===== config.mk =====
export PLATFORM = sky130hd
export DESIGN_NAME = uart_cmd_regfile
export DESIGN_NICKNAME = d
export VERILOG_FILES = /design/src/rtl/uart_cmd_regfile.sv
export SDC_FILE = /design/constraint.sdc
export NUM_CORES = 1
export LEC_CHECK = 0
export ABC_AREA = 1
export CAP_MARGIN = 40
export CORE_MARGIN = 2
export CORE_UTILIZATION = 30
export CTS_CLUSTER_SIZE = 16
export DETAILED_ROUTE_END_ITERATION = 16
export PLACE_DENSITY = 0.58
export SYNTH_ARGS = -nofsm -noshare
export SYNTH_HDL_FRONTEND = slang
export SYNTH_SLANG_ARGS = --single-unit

===== constraint.sdc =====
create_clock -name clk -period 4 [get_ports clk]
set_clock_uncertainty 0.15 [all_clocks]
set_input_delay 0.6 -clock clk [delete_from_list [all_inputs] [get_ports clk]]
set_output_delay 0.6 -clock clk [all_outputs]
set_load 0.02 [all_outputs]

===== src/rtl/uart_cmd_regfile.sv =====
// uart_cmd_regfile: decodes 32-bit command words from the UART RX register
// stage into writes/reads of a bank of 16-bit control registers. Read and
// error responses leave over a valid/ready handshake toward the UART TX stage.
// Command word: [31:24] opcode, [23:16] addr, [15:0] data.
module uart_cmd_regfile #(
  parameter int          REG_NUM  = 16,
  parameter logic [15:0] ID_VALUE = 16'h5A01
) (
  input  logic                    clk,
  input  logic                    rst_n,
  input  logic [31:0]             uart_rx_reg,
  input  logic                    uart_rx_ack,
  output logic [31:0]             tx_data,
  output logic                    tx_valid,
  input  logic                    tx_ready,
  output logic [REG_NUM*16-1:0]   regs_out,
  output logic                    wr_strobe,
  output logic [7:0]              wr_addr,
  output logic                    busy,
  output logic [7:0]              err_cnt,
  output logic                    overrun
);

  localparam logic [7:0] OP_WRITE = 8'h01;
  localparam logic [7:0] OP_READ  = 8'h02;
  localparam logic [7:0] RSP_READ = 8'h82;
  localparam logic [7:0] RSP_ERR  = 8'hEE;

  typedef enum logic [1:0] {
    ST_IDLE   = 2'd0,
    ST_DECODE = 2'd1,
    ST_RESP   = 2'd2
  } state_t;

  state_t      state_r;
  logic [31:0] cmd_r;
  logic [31:0] tx_data_r;
  logic        tx_valid_r;
  logic        wr_strobe_r;
  logic [7:0]  wr_addr_r;
  logic        busy_r;
  logic [7:0]  err_cnt_r;
  logic        overrun_r;

  // Register 0 is the read-only ID constant, so only 1..REG_NUM-1 are stored.
  logic [15:0] regs_r [1:REG_NUM-1];

  logic [7:0]  opcode_s;
  logic [7:0]  addr_s;
  logic [15:0] data_s;
  logic        addr_in_range_s;
  logic        wr_en_s;
  logic        rd_ok_s;
  logic [15:0] rd_data_s;

  assign opcode_s = cmd_r[31:24];
  assign addr_s   = cmd_r[23:16];
  assign data_s   = cmd_r[15:0];
  // Widened to 9 bits so REG_NUM=256 still compares as plain unsigned.
  assign addr_in_range_s = ({1'b0, addr_s} < 9'(REG_NUM));

  // Read mux: address 0 (and anything unmatched) yields the ID constant.
  always_comb begin
    rd_data_s = ID_VALUE;
    for (int i = 1; i < REG_NUM; i++) begin
      rd_data_s = (addr_s == 8'(i)) ? regs_r[i] : rd_data_s;
    end
  end

  // Classify the latched command while in DECODE.
  always_comb begin
    wr_en_s = 1'b0;
    rd_ok_s = 1'b0;
    if (state_r == ST_DECODE) begin
      if ((opcode_s == OP_WRITE) && addr_in_range_s && (addr_s != 8'd0)) begin
        wr_en_s = 1'b1;
      end else begin
        wr_en_s = 1'b0;
      end
      if ((opcode_s == OP_READ) && addr_in_range_s) begin
        rd_ok_s = 1'b1;
      end else begin
        rd_ok_s = 1'b0;
      end
    end else begin
      wr_en_s = 1'b0;
      rd_ok_s = 1'b0;
    end
  end

  // Register bank: updated at the end of DECODE for a legal write.
  always_ff @(posedge clk or negedge rst_n) begin
    if (!rst_n) begin
      for (int i = 1; i < REG_NUM; i++) begin
        regs_r[i] <= 16'h0000;
      end
    end else begin
      for (int i = 1; i < REG_NUM; i++) begin
        if (wr_en_s && (addr_s == 8'(i))) begin
          regs_r[i] <= data_s;
        end
      end
    end
  end

  // Command FSM with all handshake/status outputs registered.
  always_ff @(posedge clk or negedge rst_n) begin
    if (!rst_n) begin
      state_r     <= ST_IDLE;
      cmd_r       <= 32'h0000_0000;
      tx_data_r   <= 32'h0000_0000;
      tx_valid_r  <= 1'b0;
      wr_strobe_r <= 1'b0;
      wr_addr_r   <= 8'h00;
      busy_r      <= 1'b0;
      err_cnt_r   <= 8'h00;
      overrun_r   <= 1'b0;
    end else begin
      wr_strobe_r <= 1'b0;
      // A word arriving while busy is dropped and flagged for good.
      if (uart_rx_ack && (state_r != ST_IDLE)) begin
        overrun_r <= 1'b1;
      end
      case (state_r)
        ST_IDLE: begin
          if (uart_rx_ack) begin
            cmd_r   <= uart_rx_reg;
            state_r <= ST_DECODE;
            busy_r  <= 1'b1;
          end
        end
        ST_DECODE: begin
          if (wr_en_s) begin
            wr_strobe_r <= 1'b1;
            wr_addr_r   <= addr_s;
            state_r     <= ST_IDLE;
            busy_r      <= 1'b0;
          end else if (rd_ok_s) begin
            tx_data_r  <= {RSP_READ, addr_s, rd_data_s};
            tx_valid_r <= 1'b1;
            state_r    <= ST_RESP;
          end else begin
            tx_data_r  <= {RSP_ERR, addr_s, 8'h00, opcode_s};
            tx_valid_r <= 1'b1;
            state_r    <= ST_RESP;
            if (err_cnt_r != 8'hFF) begin
              err_cnt_r <= err_cnt_r + 8'd1;
            end
          end
        end
        ST_RESP: begin
          // tx_valid is always high here, so tx_ready alone completes it.
          if (tx_ready) begin
            tx_valid_r <= 1'b0;
            state_r    <= ST_IDLE;
            busy_r     <= 1'b0;
          end
        end
        default: begin
          state_r    <= ST_IDLE;
          tx_valid_r <= 1'b0;
          busy_r     <= 1'b0;
        end
      endcase
    end
  end

  // Flatten the bank; slice 0 is hard-wired to the ID constant.
  always_comb begin
    regs_out        = '0;
    regs_out[15:0]  = ID_VALUE;
    for (int i = 1; i < REG_NUM; i++) begin
      regs_out[i*16 +: 16] = regs_r[i];
    end
  end

  assign tx_data   = tx_data_r;
  assign tx_valid  = tx_valid_r;
  assign wr_strobe = wr_strobe_r;
  assign wr_addr   = wr_addr_r;
  assign busy      = busy_r;
  assign err_cnt   = err_cnt_r;
  assign overrun   = overrun_r;

endmodule

==> results of run 1 <==
[layout by cell type, fill, tap and decap left out, types with 2 or more instances in the layout]
cell             synthesis  routed
buf_4                   22      13
inv_2                   10      10
buf_8                    0       9
o211ai_1                 2       2
nor2_4                   5       5
conb_1                   2      18
inv_1                  116     116
clkbuf_1                80       6
clkdlybuf4s50_1          0     324
nand4_1                 44      44
nand2_2                 10      10
o21ai_0                298     298
clkbuf_8                 0       9
clkinv_2                 0       7
nor2_1                 108     108
nand2_1                496     496
or2_2                   36      36
nor3_1                  32      31
buf_12                   0       3
bufinv_16                0       3
dfrtp_1                320     320
clkbuf_16                0      39
nand2_4                  4       4
nand3_1                 18      18
a21oi_1                 25      25
xor2_1                   6       6
[per-layer routing]
metal	global-route usage (%)	vias up	routed length, um
met1	32.0	6213	24100
met3	3.45	98	4100
met2	37.3	547	26500
met5	0	-	0
li1	-	5870	-
met4	8.88	0	1900
[critical path, cell delays in order (launching register included)]
cell,delay (ps)
dfrtp_1,340
nor2_1,60
nand2_2,290
inv_2,170
nand2_1,330
nor2_1,80
nor3_1,350
nand4_1,240
nand2_1,180
nand4_1,170
nor2_1,180
nand4_1,220
nand2_1,150
nand2_1,50
[final cells by class]
cell class	count	area [um^2]	share of cell area, %
Sequential cell	320	8010	41.9
Multi-Input combinational cell	1115	5050	26.4
Inverter	127	482	2.52
Clock buffer	54	1120	5.87
Clock inverter	11	134	0.700
Tap cell	607	759	3.97
Timing Repair Buffer	350	3560	18.6
[power groups by stage]
stage / registers, mW / clock network [mW] / logic [mW]
CTS: 3.68 / 3.59 / 2.52
floorplan: 3.85 / 0 / 1.04
finish: 3.68 / 3.53 / 2.49
global route: 3.72 / 3.72 / 2.66
global placement: 3.73 / 0 / 2.34
detailed placement: 3.74 / 0 / 2.52
[cell families after synthesis]
family	after synthesis	synth area share [%]
AO/OA/AOI/OAI	330	12.0
flip-flops	320	57.2
other	2	0.0537
XOR/XNOR	7	0.438
adder cells (fa/ha/maj)	1	0.0894
buffers and inverters	237	7.10
AND/OR/NAND/NOR	759	23.1
[final timing paths]
path | from | to | slack [ps] | cells past startpoint
worst max-delay path | cmd_r[21]$_DFFE_PN0P_ | tx_data[3]$_DFFE_PN0P_ | 910 | 13
worst min-delay path | rst_n | cmd_r[5]$_DFFE_PN0P_ | -9 | 1
worst max register to register | cmd_r[21]$_DFFE_PN0P_ | tx_data[3]$_DFFE_PN0P_ | 910 | 13
worst min register to register | wr_addr[4]$_DFFE_PN0P_ | wr_addr[4]$_DFFE_PN0P_ | 310 | 2
max in group asynchronous | rst_n | tx_data[21]$_DFFE_PN0P_ | 2680 | 2
min in group clk | wr_addr[4]$_DFFE_PN0P_ | wr_addr[4]$_DFFE_PN0P_ | 310 | 2
[stage by stage]
| step | instances | worst slack (ps) | instance area, um^2 |
|---|---|---|---|
| after floorplan | 1672 | 2010 | 14000 |
| after global placement | 2510 | 941 | 17700 |
| after detailed placement | 2519 | 911 | 17900 |
| after CTS | 2584 | 902 | 19100 |
| after global routing | 2584 | 571 | 19100 |
| final | 2584 | 905 | 19100 |
[sequential cells by signal, summed over array words and instances (netlist names), 2 cells and up]
register and cells:
cmd_r 32, err_cnt 8, regs_out 240, state_r 2, tx_data 26, wr_addr 8
==> results.sh, run 1 <==
export IMPL_outcome="finished, violations left"
export IMPL_violations="hold timing"
export IMPL_async_flop_share_pct=100
export IMPL_dieArea_um2=48400
export IMPL_slew_violations=0
export IMPL_antenna_found_initial=0
export IMPL_min_path_type="primary input to async pin"
export IMPL_routed_via_count=12700
export IMPL_die_w_um=220
export IMPL_synth_most_common_cell="nand2_1"
export IMPL_drt_total_wl_mm=56.6
export IMPL_wl_per_cell_um=21.9
export IMPL_yosys_area_top_type_share_pct=57.2
export IMPL_coreArea_um2=46300
export IMPL_grt_pass1_wl_mm=82.5
export IMPL_synth_edf_count=0
export IMPL_max_cap_violations=0
export IMPL_first_global_vias=12400
export IMPL_rsz0062_at_grt="no"
export IMPL_drc=0
export IMPL_p_comb_share_pct=25.6
export IMPL_htreeDepth=2
export IMPL_die_h_um=220
export IMPL_gp_congestion=0.911
export IMPL_fillers=4639
export IMPL_start_util_pct=30.2
export IMPL_num_antenna_cells=0
export IMPL_ir_worst_vdd_mv=0.238
export IMPL_cp_end_kind="flip-flop"
export IMPL_fmax_mhz=323
export IMPL_track_usage_pct=23.3
export IMPL_p_clk_share_pct=36.4
export IMPL_grt_max_degree=106
export IMPL_row_count=79
export IMPL_io_buffers=325
export IMPL_cts_path_max_buffers=3
export IMPL_nNetsFinal=1988
export IMPL_dp_hpwl_mm=42.5
export IMPL_ys_warn_count=0
export IMPL_holdWs_ps=-8.73
export IMPL_post_cts_resize_count=0
export IMPL_first_pass_iters=5
export IMPL_postCtsSetupBuffers=0
export IMPL_drive_above_1_share_pct=7.94
export IMPL_ys_seq_elements=320
export IMPL_slew_headroom_pct=39.0
export IMPL_clkTransAtPathRegs_ps=60
export IMPL_syn_to_final_growth_pct=36.7
export IMPL_setup_viol=0
export IMPL_p_per_area_nw_per_um2=507
export IMPL_drt_initial_drc_count=1104
export IMPL_fin_crit_sh_pct=77.4
export IMPL_period_needed_ps=3090
export IMPL_worstSetupPathType="flip-flop to flip-flop"
export IMPL_worstPathArrival_ps=3370
export IMPL_synth_area_leaders="dfrtp_1 (57%), nand2_1 (13%), o21ai_0 (11%)"
export IMPL_yosysTopAreaCell="dfrtp_1"
export IMPL_critPathRequiredTime_ps=4270
export IMPL_syn_cell_area_um2=14000
export IMPL_start_kind="flip-flop"
export IMPL_fin_util_pct=41.3
export IMPL_hold_buffers=0
export IMPL_postRouteAntennaNets=0
export IMPL_internal_power_mw=6.31
export IMPL_p_leak_nw=8.27
export IMPL_timing_setup_tns_ps=0
export IMPL_tritoncts="yes"
export IMPL_via_per_inst=4.93
export IMPL_seq_area_frac_synth_pct=57.2
export IMPL_cp_max_fo=16
export IMPL_power_switching_mw=3.38
export IMPL_clkLatencyLatePin_ps=560
export IMPL_root_buffer="clkbuf_16"
export IMPL_synth_avg_cell_area_um2=8.45
export IMPL_sequentialPowerShare_pct=38.0
export IMPL_numClockSinks=320
export IMPL_gr_total_overflow=0
export IMPL_cts_buffers=37
export IMPL_hold_viol_final=5
export IMPL_yosysUniqueCellTypes=35
export IMPL_synthCells=1656
export IMPL_p_sw_share_pct=34.9
export IMPL_synth_commonest_cells="nand2_1 (496), dfrtp_1 (320), o21ai_0 (298)"
export IMPL_yosys_most_used_dff="dfrtp_1"
export IMPL_tightestPinTransition_ps=912
export IMPL_ios=344
export IMPL_p_total_mw=9.70
(Power assumes the default switching activity.)
==> inputs of run 2 (changes only) <==
--- a/config.mk
+++ b/config.mk
@@ -11,7 +11,7 @@
 export CORE_UTILIZATION = 30
 export CTS_CLUSTER_SIZE = 16
 export DETAILED_ROUTE_END_ITERATION = 16
-export PLACE_DENSITY = 0.58
+export PLACE_DENSITY = 0.6
 export SYNTH_ARGS = -nofsm -noshare
 export SYNTH_HDL_FRONTEND = slang
 export SYNTH_SLANG_ARGS = --single-unit
==> constraint.sdc (replaced) <==
create_clock -name clk -period 2.5 [get_ports clk]
set_clock_uncertainty 0.15 [all_clocks]
set_input_delay 0.375 -clock clk [delete_from_list [all_inputs] [get_ports clk]]
set_output_delay 0.375 -clock clk [all_outputs]
set_load 0.02 [all_outputs]
==> run 2 against run 1 <==
The run now ends clean. Utilization increased by 2.1 points. Worst hold slack improved by 170 ps. Sequential share of layout area decreased by 2.0 points. Largest cell class unchanged.
==> results.sh, run 2 (synthesized netlist as in run 1, its figures left out) <==
export IMPL_setup_viol=0
export IMPL_die_w_um=220
export IMPL_fmax_mhz=402
export IMPL_met2_usage_pct=40.2
export IMPL_grt_pass1_wl_mm=85.0
export IMPL_cp_max_fo=6
export IMPL_ios=344
export IMPL_worstPathArrival_ps=2770
export IMPL_coreArea_um2=46300
export IMPL_final_common_cell="nand2_1"
export IMPL_cp_end_kind="flip-flop"
export IMPL_drive_above_1_share_pct=14.0
export IMPL_cp_top_family="simple AND/OR/NAND/NOR gates"
export IMPL_routed_via_count=13100
export IMPL_setup_slack_ps=11.3
export IMPL_critPathRequiredTime_ps=2790
export IMPL_die_h_um=220
export IMPL_dp_cells=2590
export IMPL_grt_use_met1_pct=31.4
export IMPL_cpPeakStageDelay_ps=420
export IMPL_cpMostUsedCell="nand4_1"
export IMPL_via_per_inst=4.88
export IMPL_tightestPinTransition_ps=762
export IMPL_gr_total_overflow=0
export IMPL_syn_to_final_growth_pct=43.7
export IMPL_tritoncts="yes"
export IMPL_postRouteAntennaNets=0
export IMPL_wl_per_cell_um=21.9
export IMPL_nNetsFinal=2076
export IMPL_first_global_vias=12800
export IMPL_slew_headroom_pct=49.2
export IMPL_p_leak_nw=8.82
export IMPL_track_usage_pct=24.2
export IMPL_place_area_um2=18500
export IMPL_use_met3_pct=3.82
export IMPL_post_place_ws_ps=-224
export IMPL_period_needed_ps=2490
export IMPL_ir_worst_vdd_mv=0.424
export IMPL_hold_viol_final=0
export IMPL_cts_path_max_buffers=3
export IMPL_grt_max_degree=78
export IMPL_start_util_pct=30.2
export IMPL_timing_setup_tns_ps=0
export IMPL_p_per_area_nw_per_um2=784
export IMPL_path_cells="nand2_2 > nor2_1 > nand2_4 > buf_6 > nor2_1 > nor3_2 > nand4_1 > nand2_2 > nand4_1 > nor2_2 > nand4_1 > nand2_1 > nand2_1"
export IMPL_outcome="finished clean"
export IMPL_cts_buffers=38
export IMPL_start_kind="flip-flop"
export IMPL_first_pass_iters=5
export IMPL_numClockSinks=320
export IMPL_min_path_type="primary input to async pin"
export IMPL_htreeDepth=2
export IMPL_fin_area_um2=20100
export IMPL_slew_violations=0
export IMPL_drt_initial_drc_count=1047
export IMPL_fillers=4583
export IMPL_seqCellArea_um2=8010
export IMPL_clkLatencyLatePin_ps=550
export IMPL_gp_congestion=0.935
export IMPL_fin_crit_sh_pct=99.5
export IMPL_final_cell_count_no_fill=2673
export IMPL_layout_cells_most_common_list="nand2_1 (481), clkdlybuf4s50_1 (324), dfrtp_1 (319)"
export IMPL_multi_input_area_um2=5260
export IMPL_max_cap_violations=0
export IMPL_dp_hpwl_mm=43.8
export IMPL_busiest_layer="met2"
export IMPL_largest_register_ffs=240
export IMPL_cp_num_buf_inv=1
export IMPL_drc=0
export IMPL_row_count=79
export IMPL_p_total_mw=15.8
export IMPL_antenna_found_initial=2
export IMPL_clkTransAtPathRegs_ps=60
export IMPL_rsz0062_at_grt="yes"
export IMPL_dieArea_um2=48400
export IMPL_drt_total_wl_mm=58.6
export IMPL_worstSetupPathType="flip-flop to flip-flop"
export IMPL_cpMaxStageDelayCell="dfrtp_1"
export IMPL_io_buffers=325
export IMPL_root_buffer="clkbuf_16"
[run 2: cell types whose count changed in the layout (fill, tap and decap cells not counted), sizes merged]
cell and change:
buf +85, clkinvlp +3, bufinv -2, diode +2, clkbuf +1, clkinv -1, dlygate4sd3 +1
[run 2: final cells by class]
class,count,share of cell area [%]
sequential,320,39.8
multi-input combinational,1115,26.2
timing repair buffer,437,21.8
clock buffer,54,5.48
tap,607,3.78
inverter,127,2.43
clock inverter,11,0.454
antenna,2,0.0249
[run 2: repair_timing]
item / 4_1_cts / 5_1_grt
endpoints found under the hold margin: 185 / 0
setup endpoints to repair: 7 / 18
buffers inserted: 4 / 13
pin swaps: 12 / 46
gates cloned: 0 / 1
resized for setup: 27 / 45
hold buffers: 1 / 0
[run 2: per-layer routing]
layer	part of all wire [%]	routed length, um
met4	3.7	2160
met2	49	28500
met1	42	24300
met3	6.2	3640
met5	0	0
[run 2: worst reg2reg max path, stage by stage, from the launching register on]
cell and delay [ps]:
dfrtp_1 420, nand2_2 100, nor2_1 70, nand2_4 80, buf_6 120, nor2_1 50
nor3_2 220, nand4_1 210, nand2_2 170, nand4_1 190, nor2_2 190, nand4_1 210
nand2_1 140, nand2_1 60
[run 2: per-stage QoR]
| step | utilization, % | hold WS (ps) |
|---|---|---|
| after floorplan | - | -70.6 |
| after global placement | 39.9 | 143 |
| after detailed placement | 40.0 | 144 |
| after CTS | 42.9 | 160 |
| after global routing | 43.4 | 190 |
| final | 43.4 | 161 |
[run 2: worst paths after layout]
check | cells after the start | from | to | slack [ps]
hold / removal | 2 | rst_n | cmd_r[6]$_DFFE_PN0P_ | 160
max in group asynchronous | 3 | rst_n | cmd_r[16]$_DFFE_PN0P_ | 1260
setup / recovery | 13 | cmd_r[17]$_DFFE_PN0P_ | tx_data[5]$_DFFE_PN0P_ | 10
hold reg to reg | 2 | wr_addr[6]$_DFFE_PN0P_ | wr_addr[6]$_DFFE_PN0P_ | 320
setup reg to reg | 13 | cmd_r[17]$_DFFE_PN0P_ | tx_data[5]$_DFFE_PN0P_ | 10
min in group clk | 3 | uart_rx_reg[10] | cmd_r[10]$_DFFE_PN0P_ | 250
[run 2: power breakdown]
| group | switching [mW] | internal, mW |
|---|---|---|
| Clock | 2.20 | 3.16 |
| Sequential | 0.293 | 5.63 |
| Combinational | 3.03 | 1.44 |
| Total | 5.53 | 10.2 |
